File: config.mk
export PLATFORM = sky130hd
export DESIGN_NAME = cp0_unit_flat
export DESIGN_NICKNAME = d
export VERILOG_FILES = /design/src/rtl/cp0_unit_pkg.sv /design/src/rtl/cp0_unit_if.sv /design/src/rtl/cp0_req_arb.sv /design/src/rtl/cp0_unit.sv /design/src/flat_wrapper.sv
export SDC_FILE = /design/constraint.sdc
export NUM_CORES = 1
export LEC_CHECK = 0
export ABC_AREA = 1
export CAP_MARGIN = 5
export CORE_ASPECT_RATIO = 0.75
export CORE_UTILIZATION = 40
export CTS_CLUSTER_DIAMETER = 80
export DETAILED_ROUTE_END_ITERATION = 7
export HOLD_SLACK_MARGIN = 0.08
export PLACE_DENSITY = 0.72
export SYNTH_ARGS = -nofsm -noshare
export SYNTH_HDL_FRONTEND = slang
export SYNTH_SLANG_ARGS = --single-unit
File: constraint.sdc
create_clock -name clk -period 2.42 [get_ports clk]
set_clock_uncertainty 0.05 [all_clocks]
set_input_delay 0.484 -clock clk [delete_from_list [all_inputs] [get_ports clk]]
set_output_delay 0.484 -clock clk [all_outputs]
set_load 0.01 [all_outputs]
File: src/rtl/cp0_unit_pkg.sv
// Shared CP0 definitions: register numbers, field positions, exception codes.
// Also holds the EPC-from-victim-PC helper used when an exception is taken.
package cp0_unit_pkg;

    localparam logic [4:0] REG_SR    = 5'd12;
    localparam logic [4:0] REG_CAUSE = 5'd13;
    localparam logic [4:0] REG_EPC   = 5'd14;
    localparam logic [4:0] REG_PRID  = 5'd15;

    localparam int IM_HI   = 15;
    localparam int IM_LO   = 10;
    localparam int EXL_BIT = 1;
    localparam int IE_BIT  = 0;
    localparam int BD_BIT  = 31;
    localparam int IP_HI   = 15;
    localparam int IP_LO   = 10;
    localparam int EXC_HI  = 6;
    localparam int EXC_LO  = 2;

    typedef enum logic [4:0] {
        EXC_INT  = 5'd0,
        EXC_ADEL = 5'd4,
        EXC_ADES = 5'd5,
        EXC_RI   = 5'd10,
        EXC_OV   = 5'd12
    } exc_code_e;

    // A delay-slot victim restarts at the branch, one word earlier (wraps mod 2^32).
    function automatic logic [31:0] victim_epc(input logic [31:0] vpc, input logic bd);
        return bd ? (vpc - 32'd4) : vpc;
    endfunction

endpackage

File: src/rtl/cp0_unit_if.sv
// Pipeline-side CP0 signal bundle: M-stage exception fields, mtc0/mfc0, eret, outputs.
interface cp0_unit_if;
    logic        en;
    logic [4:0]  CP0_addr;
    logic [31:0] CP0_in;
    logic [31:0] CP0_out;
    logic [31:0] VPC;
    logic        BDIn;
    logic [4:0]  ExcCodeIn;
    logic [5:0]  HWInt;
    logic        EXLClr;
    logic [31:0] EPCOut;
    logic        Req;

    modport master (
        output en, CP0_addr, CP0_in, VPC, BDIn, ExcCodeIn, HWInt, EXLClr,
        input  CP0_out, EPCOut, Req
    );

    modport slave (
        input  en, CP0_addr, CP0_in, VPC, BDIn, ExcCodeIn, HWInt, EXLClr,
        output CP0_out, EPCOut, Req
    );
endinterface

File: src/rtl/cp0_req_arb.sv
// Combinational interrupt/exception arbitration for CP0.
// Interrupts win over exceptions; an interrupt logs ExcCode 0.
module cp0_req_arb
    import cp0_unit_pkg::*;
#(
    parameter bit HANDLER_EN = 1'b1
) (
    input  logic       ie,
    input  logic       exl,
    input  logic [5:0] im,
    input  logic [5:0] hw_int,
    input  logic [4:0] exc_code_in,
    output logic       req,
    output logic [4:0] exc_code_nxt
);

    logic int_req;
    logic exc_req;

    assign int_req      = ie & ~exl & (|(hw_int & im));
    assign exc_req      = ~exl & (exc_code_in != 5'd0);
    assign req          = HANDLER_EN & (int_req | exc_req);
    assign exc_code_nxt = int_req ? 5'(EXC_INT) : exc_code_in;

endmodule

File: src/rtl/cp0_unit.sv
// Coprocessor-0: SR/Cause/EPC/PRId register file, exception entry, mtc0/mfc0, eret.
// Req flushes the pipeline and redirects fetch; EPCOut feeds the eret redirect.
module cp0_unit
    import cp0_unit_pkg::*;
#(
    parameter logic [31:0] PRID       = 32'h2023_0007,
    parameter bit          HANDLER_EN = 1'b1
) (
    input  logic      clk,
    input  logic      res,
    cp0_unit_if.slave cp0
);

    logic [5:0]  im_q, im_d;
    logic        exl_q, exl_d;
    logic        ie_q, ie_d;
    logic        bd_q, bd_d;
    logic [5:0]  ip_q, ip_d;
    logic [4:0]  exc_code_q, exc_code_d;
    logic [31:0] epc_q, epc_d;

    logic        req;
    logic [4:0]  exc_code_nxt;
    logic [31:0] sr_word;
    logic [31:0] cause_word;
    logic [31:0] rd_data;

    cp0_req_arb #(.HANDLER_EN(HANDLER_EN)) u_arb (
        .ie           (ie_q),
        .exl          (exl_q),
        .im           (im_q),
        .hw_int       (cp0.HWInt),
        .exc_code_in  (cp0.ExcCodeIn),
        .req          (req),
        .exc_code_nxt (exc_code_nxt)
    );

    always_comb begin
        im_d       = im_q;
        exl_d      = exl_q;
        ie_d       = ie_q;
        bd_d       = bd_q;
        exc_code_d = exc_code_q;
        epc_d      = epc_q;
        ip_d       = cp0.HWInt;

        if (req) begin
            // Flushed mtc0/eret in the same cycle must not commit.
            exl_d      = 1'b1;
            exc_code_d = exc_code_nxt;
            bd_d       = cp0.BDIn;
            epc_d      = victim_epc(cp0.VPC, cp0.BDIn);
        end else begin
            if (cp0.en) begin
                case (cp0.CP0_addr)
                    REG_SR: begin
                        im_d  = cp0.CP0_in[IM_HI:IM_LO];
                        exl_d = cp0.CP0_in[EXL_BIT];
                        ie_d  = cp0.CP0_in[IE_BIT];
                    end
                    REG_EPC: epc_d = cp0.CP0_in;
                    default: ;
                endcase
            end
            if (cp0.EXLClr) begin
                exl_d = 1'b0;
            end
        end
    end

    always_ff @(posedge clk or negedge res) begin
        if (!res) begin
            im_q       <= '0;
            exl_q      <= 1'b0;
            ie_q       <= 1'b0;
            bd_q       <= 1'b0;
            ip_q       <= '0;
            exc_code_q <= '0;
            epc_q      <= '0;
        end else begin
            im_q       <= im_d;
            exl_q      <= exl_d;
            ie_q       <= ie_d;
            bd_q       <= bd_d;
            ip_q       <= ip_d;
            exc_code_q <= exc_code_d;
            epc_q      <= epc_d;
        end
    end

    always_comb begin
        sr_word                  = '0;
        sr_word[IM_HI:IM_LO]     = im_q;
        sr_word[EXL_BIT]         = exl_q;
        sr_word[IE_BIT]          = ie_q;

        cause_word               = '0;
        cause_word[BD_BIT]       = bd_q;
        cause_word[IP_HI:IP_LO]  = ip_q;
        cause_word[EXC_HI:EXC_LO] = exc_code_q;

        rd_data = '0;
        case (cp0.CP0_addr)
            REG_SR:    rd_data = sr_word;
            REG_CAUSE: rd_data = cause_word;
            REG_EPC:   rd_data = epc_q;
            REG_PRID:  rd_data = PRID;
            default:   rd_data = '0;
        endcase
    end

    assign cp0.CP0_out = rd_data;
    assign cp0.EPCOut  = epc_q;
    assign cp0.Req     = req;

endmodule
File: src/flat_wrapper.sv
// flat-port wrapper written by rule: the top's interface ports become plain ports
module cp0_unit_flat import cp0_unit_pkg::*;
#(
    parameter logic [31:0] PRID       = 32'h2023_0007,
    parameter bit          HANDLER_EN = 1'b1
)
  (clk, res, cp0_en, cp0_CP0_addr, cp0_CP0_in, cp0_VPC, cp0_BDIn, cp0_ExcCodeIn, cp0_HWInt, cp0_EXLClr, cp0_CP0_out, cp0_EPCOut, cp0_Req);
  cp0_unit_if cp0_i ();
  input  logic clk;
  input  logic res;
  input wire logic [$bits(cp0_i.en)-1:0] cp0_en;
  input wire logic [$bits(cp0_i.CP0_addr)-1:0] cp0_CP0_addr;
  input wire logic [$bits(cp0_i.CP0_in)-1:0] cp0_CP0_in;
  input wire logic [$bits(cp0_i.VPC)-1:0] cp0_VPC;
  input wire logic [$bits(cp0_i.BDIn)-1:0] cp0_BDIn;
  input wire logic [$bits(cp0_i.ExcCodeIn)-1:0] cp0_ExcCodeIn;
  input wire logic [$bits(cp0_i.HWInt)-1:0] cp0_HWInt;
  input wire logic [$bits(cp0_i.EXLClr)-1:0] cp0_EXLClr;
  output wire logic [$bits(cp0_i.CP0_out)-1:0] cp0_CP0_out;
  output wire logic [$bits(cp0_i.EPCOut)-1:0] cp0_EPCOut;
  output wire logic [$bits(cp0_i.Req)-1:0] cp0_Req;
  assign cp0_i.en = cp0_en;
  assign cp0_i.CP0_addr = cp0_CP0_addr;
  assign cp0_i.CP0_in = cp0_CP0_in;
  assign cp0_i.VPC = cp0_VPC;
  assign cp0_i.BDIn = cp0_BDIn;
  assign cp0_i.ExcCodeIn = cp0_ExcCodeIn;
  assign cp0_i.HWInt = cp0_HWInt;
  assign cp0_i.EXLClr = cp0_EXLClr;
  assign cp0_CP0_out = cp0_i.CP0_out;
  assign cp0_EPCOut = cp0_i.EPCOut;
  assign cp0_Req = cp0_i.Req;
  cp0_unit #(.PRID(PRID), .HANDLER_EN(HANDLER_EN)) u_core (.clk(clk), .res(res), .cp0(cp0_i));
endmodule
After elaboration in Yosys (flattened, before gate mapping)

Index checks and enable logic that the tools add are counted.

Add/sub/neg operators: 1
Equal/unequal tests: 4
Muxes and demuxes: 10
Bitwise operators: 7
Reduce and logical (&&, ||, !) cells: 9

Operators with widths:

| operator                                             | number |
|---|---|
| two-way mux 32 bit                                   | 4 |
| one-hot mux 32 bit (4 select lines)                  | 1 |
| subtractor 32 x 3 -> 32 bit (second input constant)  | 1 |
| equality test 5 x 4 -> 1 bit (second input constant) | 4 |
| AND 6 bit                                            | 1 |
| nonzero test 3 bit                                   | 2 |
| OR reduction 6 bit                                   | 1 |
| two-way mux 5 bit                                    | 1 |
| nonzero test 5 bit                                   | 1 |
| two-way mux 1 bit                                    | 4 |
| AND reduction 2 bit                                  | 2 |
| nonzero test 2 bit                                   | 2 |
| AND 1 bit                                            | 3 |
| AND reduction 3 bit                                  | 1 |
| inverter 1 bit                                       | 2 |
| bitwise OR 1 bit                                     | 1 |

Flip-flop bits (word level): 52
Bits of input ports: 85
Output and inout bits: 65
Logic and storage cells: 38

Logic depth before layout (Yosys ltp)

Depth in word-level cells: 6
Mapped depth: 14
Depth with buffers taken out: 14

Modules after synthesis

From an unflattened synthesis, not the netlist that was laid out.

Cell total of the unflattened synthesis: 515
Area total of the unflattened synthesis: 3522.1 um2

By module, submodules not included:

| module      | times used | cells an instance | area each (um2) | sequential area each (um2) |
|---|---|---|---|---|
| cp0_unit    | 1          | 486               | 3397.0          | 1301.2 |
| cp0_req_arb | 1          | 29                | 125.1           | 0.0 |

Least setup slack after synthesis

OpenSTA, ideal clock, no wires.

Path type: input to output
Start point: input port cp0_CP0_addr[3]
End point: output port cp0_CP0_out[3]
Arrival time: 1.405 ns
Data required time: 1.886 ns
Path slack: 0.481 ns
Cell stages on the path: 7
Path buffers: 1
Path through: nand2_1 -> nor2_2 -> nand2_2 -> clkinv_1 -> buf_2 -> nand2_1 -> o21ai_0

Cells in the longest elaborated chain, start to end: 2
Elaborated cells between the ends (all ways): 5
Those cells by class: eq/ne (4); mux (1)

RTL lines:

| item                                    | RTL line           | RTL |
|---|---|---|
| start: declaration                      | flat_wrapper.sv:12 | `input wire logic [$bits(cp0_i.CP0_addr)-1:0] cp0_CP0_addr;` |
| equality test 5 x 4 -> 1 bit            | cp0_unit.sv:103    | `case (cp0.CP0_addr)` |
| one-hot mux 32 bit (4 select lines) (*) | cp0_unit.sv:103    |  |
| end: declaration                        | flat_wrapper.sv:19 | `output wire logic [$bits(cp0_i.CP0_out)-1:0] cp0_CP0_out;` |

Mark *: on every way between the ends. The rest lies on a longest branch, timed or not.

Worst setup path after layout

Start point: input port cp0_CP0_addr[3]
End point: output port cp0_CP0_out[10]

Same word-level chain as after synthesis.

==> impl_metrics.csv <==
group,metric,value,unit
floorplan,fp.dieW,112.0,microns
floorplan,ios,150,
drt,viasPerCell,5.032,
pwr,p_sw_share,40.66,%
grt,grt_first_pass_wirelength,20220,microns
cts,worstSkewPairLatency,290,ps
cells_and_area,area_growth,51.33,%
pwr,p_switching,1.910,mW
drt,drc,13,
synthesis,syn_inst,564,
drt,antenna_left,0,
pwr,power_density,854.8,nW/um^2
drt,drtIter0Drc,300,
cts,htree_levels,2,
synthesis,yosys_register_bits,52,
synthesis,synth_top_area_cell,"dfrtp_1",
place,io_buffer_count,149,
cells_and_area,ff_latch_area,1301,sq um
cts,cts_sinks,52,
min_path,hp-class,"input pin to async pin",
cts,cts.clk_slew.worst_paths,70,ps
floorplan,fp.dieArea,9470,sq um
outcome,violations,"DRC",
pwr,clkPwrFrac,15.8,%
pwr,seq_power_share,32.9,%
synthesis,synth-seq-area-share,35.83,%
synthesis,netlist_area,3632,sq um
place,dp_hpwl,9762,microns
sta,relSlewSlack,54.67,%
cts,clockBufferDepth,2,
floorplan,core,8636,sq um
grt,grt_usage,26.76,%
floorplan,start_util,42.06,%
cells_and_area,nFillCells,802,
sta,setup_viol,0,
sta,drv_slew,0,
pwr,p_int,2.788,mW
job,cap_viol_max_count,0,
cells_and_area,final_nets,816,
place,globalplace.congestion,0.9111,
cells_and_area,layout_commonest_cell,"nand2_1",
setup_path,cp-start-kind,"input pin",
cts,cts_made_buffers,5,
sta,setup_ws,7.623,ps
grt,antenna_found_initial,0,
setup_path,required,1890,ps
setup_path,critPathKind,"input pin to output port",
drt,wirelength,12420,microns
sta,post-route-min-period,2412,ps
cells_and_area,multiInputGateArea,1974,sq um
cts,cts-root-buf,"clkbuf_16",
pwr,p_leak,2.711,nW
sta,fmax,0.4145,GHz
outcome,status,"complete, but fails checks",
cells_and_area,drive_above_1_share,10.94,%
cells_and_area,layout_common_cells,"nand2_1, clkdlybuf4s50_1, nor2_1, inv_1, dfrtp_1",
synthesis,syn_area_per_cell,6.440,sq um
synthesis,synth_top_area_share,35.83,%
floorplan,num_rows,29,
synthesis,ys_types,33,
pwr,p_comb_share,51.3,%
setup_path,end_kind,"output port",
setup_path,cp_max_fo,7,
cells_and_area,antenna_cells,0,
cts,cts-hold-fix-buffers,0,
grt,grt_max_degree,53,
sta,min_period_over_period,99.68,%
grt,grt_pass1_vias,4013,
sta,hold_viol,0,
place,place_worst_setup_slack,-396.2,ps
drt,num_vias,4222,
place,place_inst,828,
synthesis,syn_nets,650,
drt,drt_pass1_iterations,7,
grt,overflow,0,
drt,routedWlPerCell,14.80,microns
sta,worst_pin_slew,680.0,ps
cells_and_area,final_cells,839,
cts,cts_tree,"yes",
setup_path,cp.arrival,1880,ps
sta,setup_tns,0,ps
pwr,peakVddDrop,0.0004186,V
synthesis,yosysWarningCount,0,
synthesis,yosys-top-cells-area,"dfrtp_1, nand2_1, nor2_1, inv_1, nand3_1",
floorplan,dieHeight,84.53,microns
-- flip-flops by register name (all words and copies together), names as in the netlist --
signal             count
u_core.exc_code_q      5
u_core.exl_q           1
u_core.cp0.EPCOut     32
u_core.ip_q            6
u_core.ie_q            1
u_core.bd_q            1
u_core.im_q            6
-- what timing repair did --
item                       CTS  global route
buffers inserted             1             2
setup endpoints to repair   33            32
pin swaps                    2             2
resized for setup           68            21
-- cell type report --
type / count / area share [%]
clock buffers: 6 / 2.527
clock inverters: 2 / 0.2504
inverters: 73 / 4.985
multi-input cells: 422 / 35.92
flip-flops and latches: 52 / 23.67
well taps: 108 / 2.458
repair buffers: 176 / 30.18
-- worst max-delay path, stage by stage --
cell	delay, ps
clkdlybuf4s50_1	490
nand2_2	100
nor2_4	120
nand2_2	90
inv_2	90
buf_6	130
nand2_1	50
nand3_1	90
clkdlybuf4s15_2	230
-- cells in the mapped netlist --
cell and instances:
inv_2 4, ha_1 1, nor2_8 2, nand3_2 3
nand2_1 177, buf_2 9, a21oi_1 6, o21ai_2 1
clkinv_1 1, xor2_1 7, nand3_1 37, nor2_2 4
buf_6 1, o21ai_0 19, dfrtp_1 52, nor3_1 2
o21bai_1 4, clkbuf_1 2, buf_4 4, or2_0 2
nand3b_1 1, o21ai_1 23, xnor2_1 4, nor2_1 101
buf_1 1, nand2_2 2, o21ai_4 1, nor2_4 3
nand4_1 14, o211ai_1 6, nand2_4 1, inv_1 68
mux2_1 1
-- power groups by stage --
stage | Combinational [mW] | Clock, mW | Sequential [mW]
6_report | 2.41 | 0.742 | 1.55
5_1_grt | 2.66 | 0.780 | 1.59
4_1_cts | 2.41 | 0.754 | 1.55
3_5_place_dp | 2.40 | 0 | 1.56
3_3_place_gp | 2.36 | 0 | 1.56
2_1_floorplan | 1.19 | 0 | 1.60
-- metrics by stage --
stage,area (sq um),utilization [%],hold slack [ps],power [mW]
global route,5497,63.65,311.4,5.038
floorplan,3632,-,138.4,2.790
global placement,5361,62.08,441.6,3.911
detailed placement,5361,62.08,445.7,3.961
finish,5497,63.65,247.3,4.698
CTS,5514,63.85,286.1,4.709
-- metal layers --
layer / wire [microns] / up-vias / GRT usage (%)
met1: 5774 / 1933 / 38.08
met5: 0 / - / 0
met3: 1049 / 10 / 4.693
met2: 5499 / 181 / 43.53
met4: 92 / 0 / 3.879
li1: - / 2098 / -
-- final timing paths --
| kind | startpoint | end | slack (ps) | depth (start not counted) |
|---|---|---|---|---|
| min in group clk | u_core.cp0.EPCOut[18]$_DFFE_PN0P_ | u_core.cp0.EPCOut[18]$_DFFE_PN0P_ | 460 | 2 |
| worst min register to register | u_core.cp0.EPCOut[18]$_DFFE_PN0P_ | u_core.cp0.EPCOut[18]$_DFFE_PN0P_ | 460 | 2 |
| worst max register to register | u_core.im_q[3]$_DFFE_PN0P_ | u_core.cp0.EPCOut[8]$_DFFE_PN0P_ | 550 | 10 |
| worst max-delay path | cp0_CP0_addr[3] | cp0_CP0_out[10] | 8 | 9 |
| worst min-delay path | res | u_core.cp0.EPCOut[22]$_DFFE_PN0P_ | 250 | 2 |
| max in group asynchronous | res | u_core.cp0.EPCOut[16]$_DFFE_PN0P_ | 1600 | 2 |
-- cell families after synthesis --
group                      after synthesis  share of synthesized area (%)
xor gates and xnor gates                11                          2.652
and+or+nand+nor                        349                          41.27
adders and majority gates                1                         0.3444
AOI/OAI and AO/OA                       60                          9.370
muxes                                    1                         0.3100
DFF                                     52                          35.83
buffers and inverters                   90                          10.23
Note: power is estimated with default switching activity, not from simulation.
